### src/rtl/arbitro_cajero.sv
// Round-robin session arbiter sharing one cajero transaction core between N_TERM card terminals.
// Grants one terminal per session, muxes its datapath to the core, and resets the core between sessions.
module arbitro_cajero #(
    parameter int N_TERM  = 4,
    parameter int TIMEOUT = 64
) (
    input  logic                   Clk,
    input  logic                   Reset,
    input  logic [N_TERM-1:0]      REQ,
    input  logic [N_TERM-1:0]      TIPO_TRANS_IN,
    input  logic [4*N_TERM-1:0]    DIGITO_IN,
    input  logic [N_TERM-1:0]      DIGITO_STB_IN,
    input  logic [N_TERM-1:0]      MONTO_STB_IN,
    input  logic [32*N_TERM-1:0]   MONTO_IN,
    input  logic                   BALANCE_ACTUALIZADO,
    input  logic                   ENTREGAR_DINERO,
    input  logic                   FONDOS_INSUFICIENTES,
    input  logic                   BLOQUEO,
    output logic                   TARJETA_RECIBIDA,
    output logic                   TIPO_TRANS,
    output logic                   DIGITO_STB,
    output logic                   MONTO_STB,
    output logic [3:0]             DIGITO,
    output logic [31:0]            MONTO,
    output logic                   CAJERO_RST,
    output logic [N_TERM-1:0]      GNT,
    output logic [N_TERM-1:0]      FIN,
    output logic                   EXPIRADO,
    output logic [N_TERM-1:0]      BLOQ
);

    localparam int IW = $clog2(N_TERM);
    localparam int CW = $clog2(TIMEOUT);
    localparam logic [CW-1:0] CNT_MAX = CW'(TIMEOUT - 1);

    typedef enum logic [1:0] {
        IDLE    = 2'd0,
        GRANT   = 2'd1,
        SESION  = 2'd2,
        LIBERAR = 2'd3
    } estado_t;

    estado_t         state;
    estado_t         next_state;
    logic [IW-1:0]   ult;
    logic [IW-1:0]   gidx;
    logic [CW-1:0]   cnt;

    logic [N_TERM-1:0] elig;
    logic              found;
    logic [IW-1:0]     sel_idx;
    logic [IW-1:0]     cand_idx;
    int                cand;
    logic              stb_g;
    logic              cierre;
    logic              cierre_exp;
    logic              cierre_bloq;
    logic              activo;
    logic              en_sesion;

    always_ff @(posedge Clk) begin
        if (!Reset) begin
            state <= IDLE;
        end else begin
            state <= next_state;
        end
    end

    // Round-robin search starting one past the last granted terminal.
    always_comb begin
        elig     = REQ & ~BLOQ;
        found    = 1'b0;
        sel_idx  = '0;
        cand     = 0;
        cand_idx = '0;
        for (int k = 1; k <= N_TERM; k++) begin
            cand     = (int'(ult) + k) % N_TERM;
            cand_idx = IW'(cand);
            if (!found && elig[cand_idx]) begin
                found   = 1'b1;
                sel_idx = cand_idx;
            end
        end
    end

    always_comb begin
        next_state  = state;
        cierre      = 1'b0;
        cierre_exp  = 1'b0;
        cierre_bloq = 1'b0;
        activo      = (state == GRANT) || (state == SESION);
        en_sesion   = (state == SESION);
        stb_g       = DIGITO_STB_IN[gidx] | MONTO_STB_IN[gidx];

        case (state)
            IDLE:    if (found) next_state = GRANT;
            GRANT:   next_state = SESION;
            SESION: begin
                // A strobe arriving as the counter tops out keeps the session alive.
                if (BLOQUEO) begin
                    cierre      = 1'b1;
                    cierre_bloq = 1'b1;
                end else if (BALANCE_ACTUALIZADO | ENTREGAR_DINERO | FONDOS_INSUFICIENTES) begin
                    cierre = 1'b1;
                end else if (!REQ[gidx]) begin
                    cierre = 1'b1;
                end else if ((cnt == CNT_MAX) && !stb_g) begin
                    cierre     = 1'b1;
                    cierre_exp = 1'b1;
                end
                if (cierre) next_state = LIBERAR;
            end
            LIBERAR: next_state = IDLE;
            default: next_state = IDLE;
        endcase

        TARJETA_RECIBIDA = activo;
        TIPO_TRANS       = activo & TIPO_TRANS_IN[gidx];
        DIGITO_STB       = en_sesion & DIGITO_STB_IN[gidx];
        MONTO_STB        = en_sesion & MONTO_STB_IN[gidx];
        DIGITO           = en_sesion ? DIGITO_IN[{gidx, 2'b00} +: 4] : 4'd0;
        MONTO            = en_sesion ? MONTO_IN[{gidx, 5'b00000} +: 32] : 32'd0;
        CAJERO_RST       = Reset & (state != LIBERAR);
    end

    always_ff @(posedge Clk) begin
        if (!Reset) begin
            GNT      <= '0;
            FIN      <= '0;
            EXPIRADO <= 1'b0;
            BLOQ     <= '0;
            cnt      <= '0;
            ult      <= IW'(N_TERM - 1);
            gidx     <= '0;
        end else begin
            FIN      <= '0;
            EXPIRADO <= 1'b0;
            case (state)
                IDLE: begin
                    if (found) begin
                        GNT  <= N_TERM'(1) << sel_idx;
                        gidx <= sel_idx;
                        ult  <= sel_idx;
                    end
                end
                GRANT: cnt <= '0;
                SESION: begin
                    if (cierre) begin
                        GNT      <= '0;
                        FIN      <= GNT;
                        EXPIRADO <= cierre_exp;
                        if (cierre_bloq) BLOQ[gidx] <= 1'b1;
                    end else if (stb_g) begin
                        cnt <= '0;
                    end else if (cnt != CNT_MAX) begin
                        cnt <= cnt + 1'b1;
                    end
                end
                default: ;
            endcase
        end
    end

endmodule
### config.mk
export PLATFORM = sky130hd
export DESIGN_NAME = arbitro_cajero
export DESIGN_NICKNAME = d
export VERILOG_FILES = /design/src/rtl/arbitro_cajero.sv
export SDC_FILE = /design/constraint.sdc
export NUM_CORES = 1
export LEC_CHECK = 0
export ABC_AREA = 1
export CAP_MARGIN = 20
export CORE_ASPECT_RATIO = 0.9
export CORE_MARGIN = 5
export CORE_UTILIZATION = 30
export CTS_CLUSTER_DIAMETER = 60
export DETAILED_ROUTE_END_ITERATION = 10
export HOLD_SLACK_MARGIN = 0.03
export PLACE_DENSITY = 0.81
export SYNTH_ARGS = -nofsm -noshare
export SYNTH_HDL_FRONTEND = slang
export SYNTH_SLANG_ARGS = --single-unit
### constraint.sdc
create_clock -name Clk -period 1.83 [get_ports Clk]
set_input_delay 0.366 -clock Clk [delete_from_list [all_inputs] [get_ports Clk]]
set_output_delay 0.366 -clock Clk [all_outputs]
set_load 0.02 [all_outputs]
==> implementation parameters <==
Parameter                              Value

GRT
  Pin count of the biggest net entering global routing ... 19
  Via count of the first global-routing pass ... 4206
  Global-route met2 utilization ... 53.8%
  Met3 capacity usage during global routing ... 9.58%
  Initial antenna violation count ... 1
  Global Route met1 Usage ... 32.1%
  Busiest layer in global routing ... met2
  Wire length of the first global-routing pass ... 22000 µm
  Total Routing Usage GR ... 30.3%
  Leftover overflow at the end of global routing ... 0

Synth
  Number of enable flip-flop cells after synthesis ... 0
  Cells taking the most area after synthesis ... a22oi_1, dfxtp_1, nand2_1
  Mapped cell area ... 2250 µm²
  Avg Cell Area, Syn ... 6.29 µm²
  Post-synth top area cell ... a22oi_1
  Syn Nets ... 529
  Portion of the post-synthesis area used by sequential elements ... 22.3%
  Synth top area share ... 24.4%
  Dominant cell by count in the synthesized netlist ... a22oi_1
  Number of distinct library cells after synthesis ... 25
  Cell count after synthesis ... 357
  Post-synth ARST share ... 0%
  Commonest cells post-synth ... a22oi_1, nand2_1, a21oi_1
  Count of warnings emitted by yosys ... 0
  Main synth FF type ... dfxtp_1
  Synth Register Bits ... 25

STA
  Headroom to the max-slew limit ... 74.8%
  Fmax achieved ... 0.487 GHz
  Final worst path period share ... 112%
  Number of failing setup endpoints in the final timing report ... 51
  Pins Over Slew Limit ... 0
  Setup WS post-layout ... -0.222 ns
  Worst Tran Pin Value ... 0.376 ns
  Final Hold Fails ... 0
  Clock period minus worst slack ... 2.05 ns
  RSZ-0062 raised after global routing ... yes
  Worst setup skew after layout ... 0.00653 ns

Die
  Die boundary width ... 101 µm
  Core region area ... 7430 µm²
  Overall die height ... 92.1 µm
  Starting utilization of the core area ... 30.2%
  Cell Rows ... 30
  Die outline area ... 9320 µm²
  I/O pins ... 220

Routing
  DRC violation count after routing ... 0
  Routed wire per std cell ... 21.9 µm
  Post-DR vias/cell ... 5.62
  Violation count after the first detailed-route iteration ... 288
  Antenna viol nets, final ... 0
  1st-pass router iterations ... 5
  Via total after detailed routing ... 4156
  Wire length reported by the detailed router ... 16200 µm

Clock tree
  Maximum clock path buffer count ... 2
  Root buffer cell ... clkbuf_8
  CTS clock-pin slew for the worst setup and hold paths ... 0.10 ns
  TritonCTS Sinks ... 25
  Clock insertion delay at the later pin of the skew report ... 0.29 ns
  CTS Hold Buffers Added ... 0
  Number of H-tree levels ... 1
  Cts bufs inserted ... 3
  TritonCTS clock tree ... yes

Cells and area
  Fill cells ... 430
  Total Nets Final ... 816
  Layout overhead on the synthesized area ... 169%
  Core utilization of the finished layout ... 81.2%
  Fraction of layout instances using a drive strength above 1 ... 40.0%
  N_diodes ... 0

Outcome
  Result of the run ... finished with violations
  Failing checks ... negative setup slack

Power
  VDD IR max ... 726 µV
  Internal Pwr Total ... 3.80 mW
  Total leakage power ... 2.37 nW
  Portion of total power attributed to the clock network ... 4.9%
  Psw ... 3.69 mW
  Sequential fraction of design power ... 11.3%
  Switch share ... 49.2%
  Comb pwr share ... 83.8%
  Power density of the placed cells ... 1240 nW/µm²

Worst setup path
  CP required ... 1.46 ns
  Largest fanout of any net on the critical path ... 7
  Nature of the critical path startpoint ... flop
  Type of the setup path with the least slack ... reg -> out
  Endpoint type of the worst setup path ... output pin
  Critical path data arrival time ... 1.69 ns

Placed design
  Dpl hpwl ... 10400 µm
  Worst setup slack before clock tree synthesis ... -0.398 ns
  Number of input and output port buffers inserted ... 219
  Global placer's final weighted congestion ... 0.982

Flow run
  Count of maximum capacitance violations ... 0

Hold path
  Min-Delay Path Class ... reg -> reg
per-layer routing:
metal,up-vias,wire (µm)
li1,1853,-
met4,2,917
met5,-,20
met3,71,1350
met2,264,8430
met1,1966,5440
cells in the final DEF (no fill, tap or decap), types with 4 or more instances in the layout:
cell type,instances
inv_2,4
a21oi_2,28
a22oi_1,41
ha_1,4
buf_6,41
nand2_4,5
buf_12,11
nand4_1,5
nor2_4,7
dfxtp_2,4
nand2_2,19
a21oi_1,21
nand2_1,47
buf_4,66
nand3_4,4
inv_1,23
clkdlybuf4s50_1,177
dfxtp_1,19
nor2_1,18
a22oi_2,32
nand3_1,19
final cells by class:
cell class / count / area (µm²) / area share (%)
multi-input cells: 279 / 2140 / 35.4
clock inverters: 1 / 7.51 / 0.124
clock buffers: 3 / 41.3 / 0.684
flip-flops and latches: 25 / 513 / 8.50
repair inverters: 1 / 7.51 / 0.124
inverters: 32 / 150 / 2.49
repair buffers: 302 / 3060 / 50.7
well taps: 96 / 120 / 1.99
cell families (layout without fill, tap and decap cells):
| kind of cell | after synthesis | count (layout) | synth area share (%) |
|---|---|---|---|
| compound gates | 134 | 134 | 38.8 |
| xor+xnor | 2 | 2 | 0.780 |
| fa+ha+maj | 6 | 6 | 3.34 |
| buf+inv | 53 | 339 | 8.96 |
| flops | 25 | 25 | 22.3 |
| simple gates | 137 | 137 | 25.9 |
metrics by stage:
stage          setup TNS, ns  cell area [µm²]  cells  total power [mW]  hold WS [ns]
3_3_place_gp          -14.97             5000    701              5.04         0.436
4_1_cts                -3.88             5690    733              6.63         0.449
2_1_floorplan        -0.0464             2330    357              3.03         0.465
5_1_grt                -9.85             6040    739              7.83         0.457
6_report               -7.29             6040    739              7.49         0.449
3_5_place_dp          -16.46             5000    701              5.15         0.434
power by group through the flow:
stage	Sequential, mW	Combinational, mW	Clock, mW
floorplan	0.795	2.23	0
global placement	0.763	4.27	0
detailed placement	0.772	4.38	0
CTS	0.803	5.48	0.348
global route	0.858	6.59	0.383
finish	0.845	6.27	0.370
timing repair:
action,in CTS,in global routing
buffers inserted,24,10
pin swaps,31,46
gates cloned,5,1
endpoints found under the setup margin,53,61
endpoints found under the hold margin,0,0
resized for setup,309,83
critical path, cell delays in order (launching register included):
cell and delay [ns]:
dfxtp_4 0.41, inv_4 0.07, nor2_4 0.16, buf_6 0.18
buf_12 0.13, a22oi_1 0.09, a21oi_2 0.20, buf_6 0.15
registers in the layout, summed over array words and instances (netlist names):
register  count
EXPIRADO      1
gidx          2
cnt           6
BLOQ          4
ult           2
GNT           4
state         2
FIN           4
worst paths after layout:
kind	endpoint	depth (start not counted)	from	slack [ns]
hold / removal	FIN[3]	2	GNT[3]	0.45
setup reg to reg	cnt[4]	13	gidx[0]	-0.17
hold reg to reg	FIN[3]	2	GNT[3]	0.45
setup / recovery	MONTO[25]	7	gidx[0]	-0.22
Power figures use the tool's default switching activity.
